`src/rtl/dot_prod_pkg.sv`:
```
// Shared defaults and helpers for the dot_prod streaming dot-product engine.
// The DOT_PROD_SATURATE_EN build switch is consumed by dot_prod_mac.
package dot_prod_pkg;

  localparam int unsigned DEF_DATA_W  = 8;
  localparam int unsigned DEF_OUT_W   = 16;
  localparam int unsigned DEF_VEC_LEN = 4;

  function automatic logic [DEF_OUT_W-1:0] sat_add(input logic [DEF_OUT_W-1:0] x,
                                                   input logic [DEF_OUT_W-1:0] y);
    logic [DEF_OUT_W:0] t;
    t = {1'b0, x} + {1'b0, y};
    return t[DEF_OUT_W] ? '1 : t[DEF_OUT_W-1:0];
  endfunction

endpackage

```
`src/rtl/dot_prod_mac.sv`:
```
// Combinational multiply-accumulate step: sum_out = acc_in + a*b.
// Wraps modulo 2^OUT_W by default; saturates when DOT_PROD_SATURATE_EN is defined.
module dot_prod_mac
  import dot_prod_pkg::*;
#(
  parameter int unsigned DATA_W = DEF_DATA_W,
  parameter int unsigned OUT_W  = DEF_OUT_W
) (
  input  logic [DATA_W-1:0] a,
  input  logic [DATA_W-1:0] b,
  input  logic [OUT_W-1:0]  acc_in,
  output logic [OUT_W-1:0]  sum_out
);

  localparam int unsigned PROD_W = 2 * DATA_W;

  logic [PROD_W-1:0] prod;
  logic [OUT_W-1:0]  p_ext;
  logic [OUT_W:0]    sum_wide;

  assign prod = a * b;

  // Fit the full-width product to the accumulator width.
  generate
    if (PROD_W >= OUT_W) begin : g_trunc
      assign p_ext = prod[OUT_W-1:0];
    end else begin : g_zext
      assign p_ext = {{(OUT_W-PROD_W){1'b0}}, prod};
    end
  endgenerate

  assign sum_wide = {1'b0, acc_in} + {1'b0, p_ext};

`ifdef DOT_PROD_SATURATE_EN
  assign sum_out = sum_wide[OUT_W] ? '1 : sum_wide[OUT_W-1:0];
`else
  assign sum_out = sum_wide[OUT_W-1:0];
`endif

endmodule

```
`src/rtl/dot_prod.sv`:
```
// Streaming unsigned dot-product: accumulates a*b over VEC_LEN cycles, then
// registers the sum on s with a one-cycle ready pulse. See DOT_PROD_SATURATE_EN in dot_prod_mac.
module dot_prod
  import dot_prod_pkg::*;
#(
  parameter int unsigned DATA_W  = DEF_DATA_W,
  parameter int unsigned OUT_W   = DEF_OUT_W,
  parameter int unsigned VEC_LEN = DEF_VEC_LEN
) (
  input  logic              clk,
  input  logic              reset,
  output logic [OUT_W-1:0]  s,
  output logic              ready,
  input  logic [DATA_W-1:0] a,
  input  logic [DATA_W-1:0] b
);

  localparam int unsigned IDX_W = (VEC_LEN > 1) ? $clog2(VEC_LEN) : 1;
  localparam logic [IDX_W-1:0] LAST_IDX = IDX_W'(VEC_LEN - 1);

  logic [OUT_W-1:0] acc_d, acc_q;
  logic [IDX_W-1:0] idx_d, idx_q;
  logic [OUT_W-1:0] s_d, s_q;
  logic             ready_d, ready_q;
  logic [OUT_W-1:0] sum;

  dot_prod_mac #(
    .DATA_W (DATA_W),
    .OUT_W  (OUT_W)
  ) u_mac (
    .a       (a),
    .b       (b),
    .acc_in  (acc_q),
    .sum_out (sum)
  );

  always_comb begin
    acc_d   = sum;
    idx_d   = idx_q + 1'b1;
    s_d     = s_q;
    ready_d = 1'b0;
    if (idx_q == LAST_IDX) begin
      acc_d   = '0;
      idx_d   = '0;
      s_d     = sum;
      ready_d = 1'b1;
    end
  end

  always_ff @(posedge clk) begin
    if (reset) begin
      acc_q   <= '0;
      idx_q   <= '0;
      s_q     <= '0;
      ready_q <= 1'b0;
    end else begin
      acc_q   <= acc_d;
      idx_q   <= idx_d;
      s_q     <= s_d;
      ready_q <= ready_d;
    end
  end

  assign s     = s_q;
  assign ready = ready_q;

endmodule

```
`config.mk`:
```
export PLATFORM = sky130hd
export DESIGN_NAME = dot_prod
export DESIGN_NICKNAME = d
export VERILOG_FILES = /design/src/rtl/dot_prod_pkg.sv /design/src/rtl/dot_prod_mac.sv /design/src/rtl/dot_prod.sv
export SDC_FILE = /design/constraint.sdc
export NUM_CORES = 1
export LEC_CHECK = 0
export CAP_MARGIN = 40
export CORE_ASPECT_RATIO = 0.75
export CORE_UTILIZATION = 50
export CTS_CLUSTER_SIZE = 20
export DETAILED_ROUTE_END_ITERATION = 8
export GPL_ROUTABILITY_DRIVEN = 0
export PLACE_DENSITY = 0.74
export SYNTH_ARGS = -nofsm -noshare
export SYNTH_HDL_FRONTEND = slang
export SYNTH_SLANG_ARGS = --single-unit
export TNS_END_PERCENT = 10
```
`constraint.sdc`:
```
create_clock -name clk -period 6.5 [get_ports clk]
set_clock_uncertainty 0.2 [all_clocks]
set_input_delay 0.65 -clock clk [delete_from_list [all_inputs] [get_ports clk]]
set_output_delay 0.65 -clock clk [all_outputs]
set_load 0.005 [all_outputs]
```
==> results of run 1 <==
-- sequential cells by signal (all words and copies together) (netlist names) --
signal  flops
acc_q      16
ready       1
idx_q       2
s          16
-- placed cells by master (no fill, tap or decap), drive strengths merged, types with 3 or more instances in the layout --
cell type	netlist	routed
mux2i	6	6
ha	36	36
a21oi	14	14
clkdlybuf4s50	0	34
nand2b	4	4
and2	35	35
nand4	3	3
nor3	4	4
fa	50	50
o21ai	8	8
nor2	13	13
a32o	3	3
or3	3	3
nor2b	5	5
nand2	45	45
and3	4	4
inv	97	97
xnor2	6	6
a21o	5	5
clkbuf	6	6
dfxtp	35	35
-- final timing paths --
path | from | endpoint | slack [ps] | cells after the start
setup / recovery | a[4] | s[15] | 910 | 15
hold reg to reg | idx_q[0] | idx_q[0] | 230 | 1
setup reg to reg | acc_q[6] | s[14] | 1920 | 14
hold / removal | idx_q[0] | idx_q[0] | 230 | 1
-- layer usage --
layer / part of all wire / vias to the layer above / GRT usage
met4: 0.0080 / 0 / 0.0451
met2: 0.41 / 78 / 0.336
met5: 0 / - / 0
met1: 0.53 / 1261 / 0.331
met3: 0.054 / 6 / 0.0358
li1: - / 1325 / -
-- cell type report --
| cell class | count | area, um2 |
|---|---|---|
| Tap cell | 98 | 123 |
| Sequential cell | 35 | 701 |
| Inverter | 97 | 364 |
| Clock inverter | 2 | 35.0 |
| Timing Repair Buffer | 34 | 340 |
| Clock buffer | 6 | 82.6 |
| Multi-Input combinational cell | 267 | 2490 |
| Fill cell | 597 | 2760 |
-- kinds of logic (layout without fill, tap and decap cells) --
logic type | count (synthesis) | count (layout) | share of synthesized area
buffers and inverters | 106 | 139 | 0.113
adder cells (fa/ha/maj) | 86 | 86 | 0.403
XOR/XNOR | 7 | 7 | 0.0170
multiplexers | 6 | 6 | 0.0167
AO/OA/AOI/OAI | 43 | 43 | 0.0775
AND/OR/NAND/NOR | 125 | 125 | 0.178
flip-flops | 35 | 35 | 0.195
-- power groups by stage --
stage	sequential, W	combinational [W]	clock, W
after floorplan	0.000296	0.00111	0
after global placement	0.000299	0.00140	0
after detailed placement	0.000300	0.00143	0
after CTS	0.000296	0.00145	0.000209
after global routing	0.000301	0.00168	0.000218
final	0.000295	0.00147	0.000206
-- stage by stage --
step / hold WS [ps] / worst slack (ps) / cell area (um2)
global placement: 206 / 689 / 4020
detailed placement: 220 / 635 / 4020
CTS: 230 / 925 / 4140
finish: 227 / 914 / 4140
global route: 250 / 680 / 4140
floorplan: 199 / 1470 / 3600
==> results.yml, run 1 <==
timing:
  period_share: 0.859
  clock.fmax_mhz: 179
  finalSetupViolCount: 0
  drv_slew: 0
  period_minus_slack_ps: 5590
  tightest_slew_ps: 865
  slew_headroom: 0.421
  hold_viol: 0
  rsz0062_at_grt: "no"
  tns_ps: 0
synth:
  synth_fp_nets: 512
  yosysMostFrequentCell: "inv_1"
  syn_area_per_cell_um2: 8.82
  syn-instance-count: 408
  ys_seq_area_frac: 0.195
  ys_types: 42
  ys_top_cells_by_area: "fa_1 28%, dfxtp_1 19%, ha_1 13%"
  ys_warn_count: 0
  synth_top_area_frac: 0.278
  yosysTopAreaCell: "fa_1"
  synth_edf_count: 0
  mappedNetlistArea_um2: 3600
  synthTopCellsByCount: "97 x inv_1, 50 x fa_1, 45 x nand2_1"
  ys.flop_type: "dfxtp_1"
  ys_seq_elements: 35
  async_flop_share: 0
pwr:
  power_w: 0.00198
  p_sw_w: 0.000984
  p_int_w: 0.000992
  clkPwrFrac: 0.104
  p_comb_frac: 0.746
  power.density_nw_per_um2: 478
  sw_frac_of_total: 0.498
  p_leak_nw: 2.02
  seqPwrFrac: 0.149
  ir_drop_mv: 0.261
worst_hold_path:
  min_path_type: "register to register"
die:
  ios: 35
  die_h_um: 75.5
  rows: 26
  fp.dieW_um: 100
  fp.dieArea_um2: 7550
  core_area_um2: 6900
  start_util: 0.522
setup_path:
  cp_common_cell: "fa_1"
  cpLargestDelayFamily: "adder cells"
  crit_type: "input port to register"
  cp-start-kind: "input port"
  path_cells: "clkdlybuf4s50_1, nand2_1, fa_1, inv_1, fa_1, inv_1, fa_1, fa_1, inv_1, ha_1, and3_1, a221o_1, a21o_1, or3_1, a32o_1"
  slowest_delay_ps: 640
  crit_buf_inv: 4
  crit_required_ps: 6490
  end_kind: "register"
  cp.arrival_ps: 5570
  crit_path_top_delay_cell: "clkdlybuf4s50_1"
  crit_fanout: 10
clock_network:
  cts-root-buf: "clkbuf_8"
  clkLatencyLatePin_ps: 290
  h-tree-depth: 2
  cts_tree: "yes"
  clk_pin_slew_ps: 70
  post_cts_buffers: 0
  cts_buffer_depth: 2
  cts_hold_repair.buffers: 0
  cts_buffers: 5
  ctsResizeCount: 0
  cts.sinks: 35
layout:
  synthToLayoutAreaGrowth_pct: 14.9
  layout-drive-gt1-share: 0.0227
  insertedDiodeCount: 0
  instances_no_fill: 539
  nNetsFinal: 544
  final_core_util: 0.600
global_routing:
  grt.total_usage: 0.219
  grt_pass1_wl_um: 12900
  grt_pass1_vias: 2716
  grt_start_max_net_pins: 20
  antenna_found_initial: 0
  overflow: 0
route:
  viasPerCell: 4.95
  dr.pass1.iters: 5
  num_vias: 2670
  drcViolationCount: 0
  wl_um: 7390
  ant_nets: 0
  drt-initial-drc-count: 115
  wl_per_cell_um: 13.7
place:
  dp.cells: 531
  place_hpwl_um: 6020
  port_buffers: 34
outcome:
  status: "completed"
flow_run:
  drv_cap: 0
Power figures use the tool's default switching activity.
==> run 2: changes to the inputs <==
CORE_ASPECT_RATIO = 2   (was 0.75)
==> results.yml, run 2 (synthesis gave the netlist of run 1 again) <==
timing:
  hold_viol: 0
  slew_headroom: 0.444
  rsz0062_at_grt: "no"
  clock.fmax_mhz: 178
  tightest_slew_ps: 830
  period_share: 0.862
  tns_ps: 0
  drv_slew: 0
  finalSetupViolCount: 0
  period_minus_slack_ps: 5610
global_routing:
  overflow: 0
  grt_pass1_wl_um: 12500
  grt_start_max_net_pins: 20
  grt_pass1_vias: 2875
  grt.total_usage: 0.221
  antenna_found_initial: 0
die:
  core_area_um2: 6940
  start_util: 0.519
  rows: 43
  ios: 35
  fp.dieArea_um2: 7560
  die_h_um: 122
  fp.dieW_um: 62.0
worst_hold_path:
  worstHoldStart: "idx_q[0]"
  min_path_type: "register to register"
clock_network:
  cts_buffer_depth: 2
  cts_hold_repair.buffers: 0
  post_cts_buffers: 0
  cts.sinks: 35
  h-tree-depth: 2
  clk_pin_slew_ps: 50
  clkLatencyLatePin_ps: 280
  cts-root-buf: "clkbuf_16"
  cts_tree: "yes"
  ctsResizeCount: 0
  cts_buffers: 5
setup_path:
  crit_fanout: 8
  timing.rr.start: "acc_q[7]"
  end_kind: "register"
  crit_type: "input port to register"
  cp-start-kind: "input port"
  timing.critical_path.from: "a[3]"
  crit_required_ps: 6470
  cp.arrival_ps: 5570
pwr:
  ir_drop_mv: 0.281
  power.density_nw_per_um2: 465
  p_leak_nw: 2.03
route:
  wl_per_cell_um: 13.6
  dr.pass1.iters: 4
  viasPerCell: 5.05
  drcViolationCount: 0
  num_vias: 2687
  wl_um: 7220
  drt-initial-drc-count: 113
  ant_nets: 0
place:
  dpl-instance-area_um2: 4020
  place_hpwl_um: 6130
  port_buffers: 34
layout:
  synthToLayoutAreaGrowth_pct: 15.4
  most-common-layout-cells: "97 x inv_1, 50 x fa_1, 45 x nand2_1"
  layout_commonest_cell: "inv_1"
  postLayoutCellArea_um2: 4160
  final_core_util: 0.599
  layout-drive-gt1-share: 0.0204
  nNetsFinal: 545
  insertedDiodeCount: 0
outcome:
  status: "completed"
flow_run:
  drv_cap: 0
==> run 2: cell type report <==
class                           instances  area, um2
Tap cell                               90        113
Sequential cell                        35        701
Multi-Input combinational cell        267       2490
Clock buffer                            7        133
Inverter                               97        364
Fill cell                             613       2790
Timing Repair Buffer                   35        348
Clock inverter                          1       5.00
==> run 2: critical path, stage by stage <==
cell             delay [ps]
clkdlybuf4s50_1         580
and2_1                  280
fa_1                    540
inv_1                    60
fa_1                    530
inv_1                    60
fa_1                    540
inv_1                    60
fa_1                    530
inv_1                    40
ha_1                    350
a21o_1                  180
a21oi_1                 390
a21oi_1                 140
or3_1                   390
a32o_1                  260
==> run 2: path summary, 6_finish.rpt <==
check | end | slack [ps] | depth (start not counted)
max | s[15] | 890 | 16
min | idx_q[0] | 230 | 1
max reg2reg | s[15] | 1960 | 14
min reg2reg | idx_q[0] | 230 | 1
==> run 2: where the power goes <==
part / total (W) / switching (W) / leakage, nW / internal (W)
combinational: 0.00141 / 0.000829 / 1.68 / 0.000584
clock: 0.000226 / 0.0000844 / 0.0679 / 0.000141
sequential: 0.000294 / 0.0000191 / 0.287 / 0.000275
total: 0.00193 / 0.000933 / 2.03 / 0.00100
==> run 2: per-stage QoR <==
| step | power (W) | std cells | hold WS, ps | worst slack (ps) |
|---|---|---|---|---|
| after floorplan | 0.00140 | 408 | 199 | 1470 |
| after global placement | 0.00167 | 524 | 208 | 694 |
| after CTS | 0.00194 | 532 | 230 | 901 |
| after global routing | 0.00217 | 532 | 247 | 584 |
| final | 0.00193 | 532 | 225 | 895 |
| after detailed placement | 0.00169 | 524 | 223 | 623 |
==> run 2: layer usage <==
layer / track usage / vias up / part of all wire
met5: 0 / - / 0
met4: 0.115 / 0 / 0.039
met3: 0.0159 / 22 / 0.029
met2: 0.392 / 70 / 0.55
met1: 0.249 / 1275 / 0.38
li1: - / 1320 / -
